===== config.mk =====
export PLATFORM = sky130hd
export DESIGN_NAME = cordic_sequencer
export DESIGN_NICKNAME = d
export VERILOG_FILES = /design/src/rtl/cordic_pkg.sv /design/src/rtl/cordic_stage.sv /design/src/rtl/cordic_sequencer.sv
export SDC_FILE = /design/constraint.sdc
export NUM_CORES = 1
export LEC_CHECK = 0
export CAP_MARGIN = 30
export CORE_MARGIN = 4
export CORE_UTILIZATION = 64
export DETAILED_ROUTE_END_ITERATION = 12
export PLACE_DENSITY = 0.95
export SYNTH_ARGS = -nofsm -noshare
export SYNTH_HDL_FRONTEND = slang
export SYNTH_HIERARCHICAL = 1
export SYNTH_SLANG_ARGS = --single-unit

===== constraint.sdc =====
create_clock -name clk -period 15.9 [get_ports clk]
set_clock_uncertainty 0.05 [all_clocks]
set_input_delay 3.18 -clock clk [delete_from_list [all_inputs] [get_ports clk]]
set_output_delay 3.18 -clock clk [all_outputs]
set_load 0.01 [all_outputs]

===== src/rtl/cordic_pkg.sv =====
// Shared CORDIC constants: arctangent table, sequencer state encoding and the gain constant.
package cordic_pkg;

    typedef enum logic [1:0] {
        StIdle,
        StRun,
        StDone
    } state_e;

    // Reciprocal CORDIC gain in Q3.29; callers pre-scale x/y by this.
    localparam logic signed [31:0] CORDIC_K = 32'sd326016437;

    // atan(2^-i) in Q3.29 radians, i = 0..23.
    function automatic logic [31:0] atan_q(input logic [4:0] i);
        case (i)
            5'd0:    return 32'd421657428;
            5'd1:    return 32'd248918915;
            5'd2:    return 32'd131521918;
            5'd3:    return 32'd66762579;
            5'd4:    return 32'd33510843;
            5'd5:    return 32'd16771758;
            5'd6:    return 32'd8387925;
            5'd7:    return 32'd4194219;
            5'd8:    return 32'd2097141;
            5'd9:    return 32'd1048575;
            5'd10:   return 32'd524288;
            5'd11:   return 32'd262144;
            5'd12:   return 32'd131072;
            5'd13:   return 32'd65536;
            5'd14:   return 32'd32768;
            5'd15:   return 32'd16384;
            5'd16:   return 32'd8192;
            5'd17:   return 32'd4096;
            5'd18:   return 32'd2048;
            5'd19:   return 32'd1024;
            5'd20:   return 32'd512;
            5'd21:   return 32'd256;
            5'd22:   return 32'd128;
            5'd23:   return 32'd64;
            default: return 32'd0;
        endcase
    endfunction

endpackage


===== src/rtl/cordic_stage.sv =====
// One combinational CORDIC micro-rotation in rotation mode; the caller supplies shift i
// and the matching arctangent.
module cordic_stage #(
    parameter int unsigned WIDTH = 32
) (
    input  logic signed [WIDTH-1:0] x,
    input  logic signed [WIDTH-1:0] y,
    input  logic signed [WIDTH-1:0] z,
    input  logic signed [WIDTH-1:0] angle,
    input  logic        [4:0]       shift,
    output logic signed [WIDTH-1:0] x_next,
    output logic signed [WIDTH-1:0] y_next,
    output logic signed [WIDTH-1:0] z_next
);

    logic signed [WIDTH-1:0] x_sh;
    logic signed [WIDTH-1:0] y_sh;
    logic                    rotate_pos;

    always_comb begin
        x_sh       = x >>> shift;
        y_sh       = y >>> shift;
        // z == 0 rotates the negative way, so only strictly positive z takes this branch
        rotate_pos = !z[WIDTH-1] && (z != '0);
        if (rotate_pos) begin
            x_next = x - y_sh;
            y_next = y + x_sh;
            z_next = z - angle;
        end else begin
            x_next = x + y_sh;
            y_next = y - x_sh;
            z_next = z + angle;
        end
    end

endmodule


===== src/rtl/cordic_sequencer.sv =====
// Iterative CORDIC rotator: one micro-rotation per clock, valid/ready handshakes on both
// sides, result held in output registers until the consumer takes it.
module cordic_sequencer
    import cordic_pkg::*;
#(
    parameter int unsigned WIDTH = 32,
    parameter int unsigned ITER  = 16
) (
    input  logic                    clk,
    input  logic                    rst_n,
    input  logic                    in_valid,
    output logic                    in_ready,
    input  logic signed [WIDTH-1:0] x_in,
    input  logic signed [WIDTH-1:0] y_in,
    input  logic signed [WIDTH-1:0] z_in,
    output logic                    out_valid,
    input  logic                    out_ready,
    output logic signed [WIDTH-1:0] x_out,
    output logic signed [WIDTH-1:0] y_out,
    output logic signed [WIDTH-1:0] z_out,
    output logic                    busy,
    output logic        [4:0]       iter_cnt
);

    localparam logic [4:0] LAST_ITER = 5'(ITER - 1);

    state_e                  state;
    logic signed [WIDTH-1:0] x_w;
    logic signed [WIDTH-1:0] y_w;
    logic signed [WIDTH-1:0] z_w;
    logic signed [WIDTH-1:0] x_nx;
    logic signed [WIDTH-1:0] y_nx;
    logic signed [WIDTH-1:0] z_nx;
    logic signed [WIDTH-1:0] angle;
    logic                    accept;

    // DONE with out_ready lets a new operand in on the same edge the result retires
    assign in_ready = (state == StIdle) || ((state == StDone) && out_ready);
    assign accept   = in_valid && in_ready;
    assign angle    = WIDTH'(atan_q(iter_cnt));

    cordic_stage #(
        .WIDTH(WIDTH)
    ) u_stage (
        .x      (x_w),
        .y      (y_w),
        .z      (z_w),
        .angle  (angle),
        .shift  (iter_cnt),
        .x_next (x_nx),
        .y_next (y_nx),
        .z_next (z_nx)
    );

    always_ff @(posedge clk or negedge rst_n) begin
        if (!rst_n) begin
            state     <= StIdle;
            x_w       <= '0;
            y_w       <= '0;
            z_w       <= '0;
            x_out     <= '0;
            y_out     <= '0;
            z_out     <= '0;
            iter_cnt  <= '0;
            out_valid <= 1'b0;
            busy      <= 1'b0;
        end else begin
            case (state)
                StIdle: begin
                    if (accept) begin
                        x_w      <= x_in;
                        y_w      <= y_in;
                        z_w      <= z_in;
                        iter_cnt <= '0;
                        busy     <= 1'b1;
                        state    <= StRun;
                    end
                end
                StRun: begin
                    x_w <= x_nx;
                    y_w <= y_nx;
                    z_w <= z_nx;
                    if (iter_cnt == LAST_ITER) begin
                        x_out     <= x_nx;
                        y_out     <= y_nx;
                        z_out     <= z_nx;
                        out_valid <= 1'b1;
                        state     <= StDone;
                    end else begin
                        iter_cnt <= iter_cnt + 5'd1;
                    end
                end
                StDone: begin
                    if (out_ready) begin
                        out_valid <= 1'b0;
                        if (in_valid) begin
                            x_w      <= x_in;
                            y_w      <= y_in;
                            z_w      <= z_in;
                            iter_cnt <= '0;
                            state    <= StRun;
                        end else begin
                            busy  <= 1'b0;
                            state <= StIdle;
                        end
                    end
                end
                default: state <= StIdle;
            endcase
        end
    end

endmodule


# Yosys cells after proc, flatten, opt, wreduce, memory -nomap -nowiden
# Memories as Yosys holds them, arrays and structs flattened.
# Index checks and enable logic that the tools add are counted.
totals:
  ff_bits: 201
  rom_bits: 928
  input_bits: 100
  out_inout_bits: 104
  n_memories: 1
classes:
  addsub: 7
  n_eq_ne: 9
  shift: 2
  n_mux: 32
  n_reduce_logical: 16
mem_list:
  columns: ["memory", "depth", "width", "rd", "rd_ports_with_merged_regs", "write_ports", "line_no", "rtl"]
  rows:
  - ["(no name shown)", 32, 29, 1, 0, 0, "cordic_pkg.sv:15", "case (i)"]
op_table:
  columns: ["op", "n"]
  rows:
  - ["32-bit 2-to-1 mux", 12]
  - ["32-bit case mux with 3 select lines", 3]
  - ["32-bit adder", 3]
  - ["32-bit subtractor", 3]
  - ["32-bit by 5-bit >>> shifter with 32-bit output", 2]
  - ["32-bit nonzero test", 1]
  - ["5-bit 2-to-1 mux", 4]
  - ["5-bit case mux with 3 select lines", 1]
  - ["2-bit inequality test, second input constant", 6]
  - ["4-bit AND reduction", 2]
  - ["1-bit 2-to-1 mux", 6]
  - ["2-bit 2-to-1 mux", 3]
  - ["2-bit case mux with 3 select lines", 1]
  - ["3-bit AND reduction", 2]
  - ["5-bit by 1-bit adder with 5-bit output, second input constant", 1]
  - ["5-bit by 4-bit == test with 1-bit output, second input constant", 1]
  - ["5-bit AND reduction", 1]
  - ["1-bit case mux with 2 select lines", 2]
  - ["2-bit nonzero test", 2]
  - ["1-bit logical AND", 3]
  - ["3-bit nonzero test", 1]
  - ["2-bit by 1-bit == test with 1-bit output, second input constant", 1]
  - ["2-bit == test, second input constant", 1]
  - ["2-bit logical NOT", 1]
  - ["other kinds (3)", 3]

# Logic depth before layout (Yosys ltp)
depth:
  word_depth: 6
  mapped_depth: 29

# By module
# Netlist, hierarchy kept.
modules_own_cells:
  columns: ["module", "instances", "cells_each", "area_each_um2"]
  rows:
  - ["cordic_stage", 1, 1469, 11463.5]
  - ["cordic_sequencer", 1, 665, 9511.6]

# Least setup slack after synthesis
# Ideal clock, no wire load.
synth_timing:
  path_type: "in2out"
  start: "input port out_ready"
  end: "output port in_ready"
  t_arrival_ns: 3.500
  required_time_ns: 12.670
  path_slack_ns: 9.170
  cell_stages: 2
  cell_sequence: "nand2b_1 nor2b_1"
synth_via:
  elab_chain_cells: 2
synth_lines:
  columns: ["element", "line_no", "rtl"]
  rows:
  - ["start: declaration", "cordic_sequencer.sv:17", "input logic out_ready,"]
  - ["1-bit logical AND", "cordic_sequencer.sv:38", "assign in_ready = (state == StIdle) || ((state == StDone) && out_ready);"]
  - ["1-bit logical OR", "cordic_sequencer.sv:38", null]
  - ["end: declaration", "cordic_sequencer.sv:12", "output logic in_ready,"]
# No other way between the ends.

# Final worst setup path
layout_timing:
  start: "register iter_cnt[1]"
  end: "register x_w[30]"
layout_via:
  elab_chain_cells: 4
  word_cells_on_any_way: 5
  cone_classes: "2 x add/sub; 1 x shift; 2 x mux"
layout_lines:
  columns: ["element", "line_no", "rtl"]
  rows:
  - ["start: declaration", "cordic_sequencer.sv:22", "output logic [4:0] iter_cnt"]
  - ["start signal: assignment", "cordic_sequencer.sv:90", "iter_cnt <= iter_cnt + 5'd1;"]
  - ["32-bit by 5-bit >>> shifter with 32-bit output (*)", "cordic_stage.sv:22", "y_sh = y >>> shift;"]
  - ["32-bit adder / 32-bit subtractor (equally long branches)", "cordic_stage.sv:30, cordic_stage.sv:26", null]
  - ["32-bit 2-to-1 mux (*)", "cordic_stage.sv:25", "if (rotate_pos) begin"]
  - ["net x_nx[30]", "cordic_sequencer.sv:31", "logic signed [WIDTH-1:0] x_nx;"]
  - ["32-bit case mux with 3 select lines (*)", "cordic_sequencer.sv:68", "case (state)"]
  - ["end signal: assignment", "cordic_sequencer.sv:71", "x_w <= x_in;"]
  - ["end signal: assignment", "cordic_sequencer.sv:80", "x_w <= x_nx;"]
  - ["end signal: assignment", "cordic_sequencer.sv:97", "x_w <= x_in;"]
  - ["end: declaration", "cordic_sequencer.sv:28", "logic signed [WIDTH-1:0] x_w;"]
# The timed path passes the listed nets; every way through them passes the cells marked *.
# A chain may end at the register's enable or synchronous reset.

==> results.md <==
- Status: finished clean
- Synth top area share: 0.240
- Syn. warnings: 6
- Nets: 2485
- RSZ-0062 raised after global routing: no
- Via density: 6.90
- Core area: 32500 um2
- First-pass GRT wire length: 106 mm
- Final setup viols: 0
- Largest net degree at the start of global routing: 83
- Slew headroom: 0.280
- Worst stage delay on the critical path: 0.85 ns
- Post-synth top flop: dfrtp_1
- Area leader, netlist: dfrtp_1
- Initial antenna violation count: 0
- Final WL: 67.4 mm
- Total CTS buffers: 22
- HP Class: reg -> reg
- Final worst setup slack: 7.81 ns
- Die width: 189 um
- Std cell rows: 66
- TritonCTS clock tree: yes
- Dpl hpwl: 49.8 mm
- Post-synthesis cell type count: 96
- WP data arrival: 8.44 ns
- Buffers on Ports: 203
- Sequential area share after synthesis: 0.240
- Cell count after synthesis: 2134
- Worst R2R Setup Slack: 7.81 ns
- Place WS: 7.76 ns
- Post-Layout Inst Area: 23900 um2
- Worst Max-Slew Pin Slew: 1.05 ns
- Number of global-route vias before repair: 18700
- Max Cap Viol: 0
- Clock Sinks: 201
- Die H: 189 um
- Wire length per cell: 24.7 um
- Post-synth EDFFs: 0
- Slew Viols, Final: 0
- Total Routing Usage GR: 0.364
- First-pass DRT Iterations: 6
- Critical path type: reg -> reg
- Detail Route Antenna Nets: 0
- CTS clk-pin slew, worst paths: 0.06 ns
- Crit end category: flop
- Most common cell in the netlist: mux2_2
- Worst Path Required: 16.26 ns
- Clock Tree Buf Depth: 3
- H-tree depth: 1
- Post-CTS Setup Bufs: 0
- Root buffer cell: clkbuf_16
- Avg Cell Area, Syn: 9.83 um2
- Worst skew pair latency: 0.52 ns
- Buf/Inv on CP: 3
- Tcrit/Tclk final: 0.509
- IO Pins: 204
- GRT Residual Overflow: 0
- GP Congestion: 1.01
- CTS resizes: 0
- Synth cell count leaders: mux2_2, dfrtp_1, nand2_1
- Antenna cells: 0
- Placed Cells: 2685
- DRT iter0 DRCs: 1966
- Crit start category: flop
- Final setup TNS: 0 ns
- Yosys reg bits: 201
- Final std cells w/o fill: 2726
- Post-DP Area: 23100 um2
- CP delay by family, top: compound AO/OA/AOI/OAI gates
- Synth area leaders: dfrtp_1, mux2_2, mux4_2
- P&R area growth vs syn: 13.8%
- Drt drc: 0
- Final Hold Viols: 0
- Initial Util: 0.646
- Via Count: 18800
- F_max: 124 MHz
- Post-synth design cell area: 21000 um2
- Die area: 35700 um2
- Ys async rst share: 1.00
- Crit-path cells: buf_4 > buf_16 > mux4_2 > a221o_1 > a221oi_1 > a21oi_1 > or3b_4 > nor2_1 > nand2_1 > o41ai_1 > xnor2_1 > ha_1 > inv_1 > o21ai_0 > a221o_1 > a2111oi_0 > o41a_1 > o21ai_0 > a211oi_1 > a21oi_1 > xor2_1 > mux2_4 > mux2_2
- Post-layout minimum cycle time: 8.09 ns
- CP max stage cell: dfrtp_4
- Worst Path Max Fanout: 68
- Layout cells sized above 1: 0.208
- # hold bufs at CTS: 0
area by class of cell:
type	count	area, um2
tap	442	553
fill	2258	8590
clock inverter	7	88.8
inverter	59	221
clock buffer	32	629
multi-input combinational	1758	15100
sequential	201	5040
timing repair buffer	227	2260
worst paths after layout:
path	from	end	cells after the start
worst max register to register	iter_cnt[1]	x_w[30]	23
worst max-delay path	iter_cnt[1]	x_w[30]	23
max in group asynchronous	rst_n	x_w[19]	2
worst min register to register	z_out[16]	z_out[16]	1
min in group asynchronous	rst_n	y_out[10]	1
worst min-delay path	z_out[16]	z_out[16]	1
flip-flops by register name (all words and copies together) (netlist names):
register / flops
y_out: 32
busy: 1
out_valid: 1
state: 2
y_w: 32
x_w: 32
iter_cnt: 5
z_w: 32
z_out: 32
x_out: 32
per-stage QoR:
stage | hold WS [ns] | util
after floorplan | 0.449 | -
after CTS | 0.446 | 0.734
after global routing | 0.465 | 0.735
final | 0.442 | 0.735
after global placement | 0.426 | 0.711
after detailed placement | 0.432 | 0.711
cell usage in the layout (no fill, tap or decap), drive strengths merged, types with 14 or more instances in the layout:
master         Yosys  final
xor2              58     58
mux2             313    313
nand3             30     30
nor2b             24     24
xnor2            115    115
a21oi            140    140
a21o              58     58
inv               58     58
a31oi             34     34
mux2i             45     45
and2              28     28
mux4              84     84
nand2            144    144
clkbuf            47     33
a211oi            24     24
nor2             132    132
dfrtp            201    201
nor3              34     34
ha               113    113
o211ai            17     17
buf               73     23
clkdlybuf4s50      0    202
nor4              22     22
a221oi            14     14
nand2b            27     27
o21a              21     21
o21ai             78     78
and3              22     22
cells by family (layout without fill, tap and decap cells):
group           count (synthesis)  after routing  share of synthesized area
fa+ha+maj                     116            116                     0.0703
simple gates                  517            517                      0.124
buf+inv                       179            325                     0.0440
xor+xnor                      173            173                     0.0722
compound gates                505            505                      0.161
flops                         201            201                      0.240
other cells                     1              5                   0.000179
mux                           442            442                      0.289
per-layer routing:
layer	GRT usage	vias up	wire, um
met1	0.475	9230	26500
met4	0.116	0	2570
li1	-	8293	-
met2	0.602	1101	31700
met3	0.0878	187	6590
met5	0	-	0
worst reg2reg max path: cells and delay by family, from the launching register on:
family,cells,cell delay [ns]
buffers and inverters,3,0.79
flip-flops,1,0.85
AO/OA/AOI/OAI,11,3.72
XOR/XNOR,2,0.35
AND/OR/NAND/NOR,3,0.81
adder cells (fa/ha/maj),1,0.31
multiplexers,3,1.11
Power is left out: the tool's default activity adds up to more than one toggle a clock period on the data nets, which glitch-free logic cannot reach.
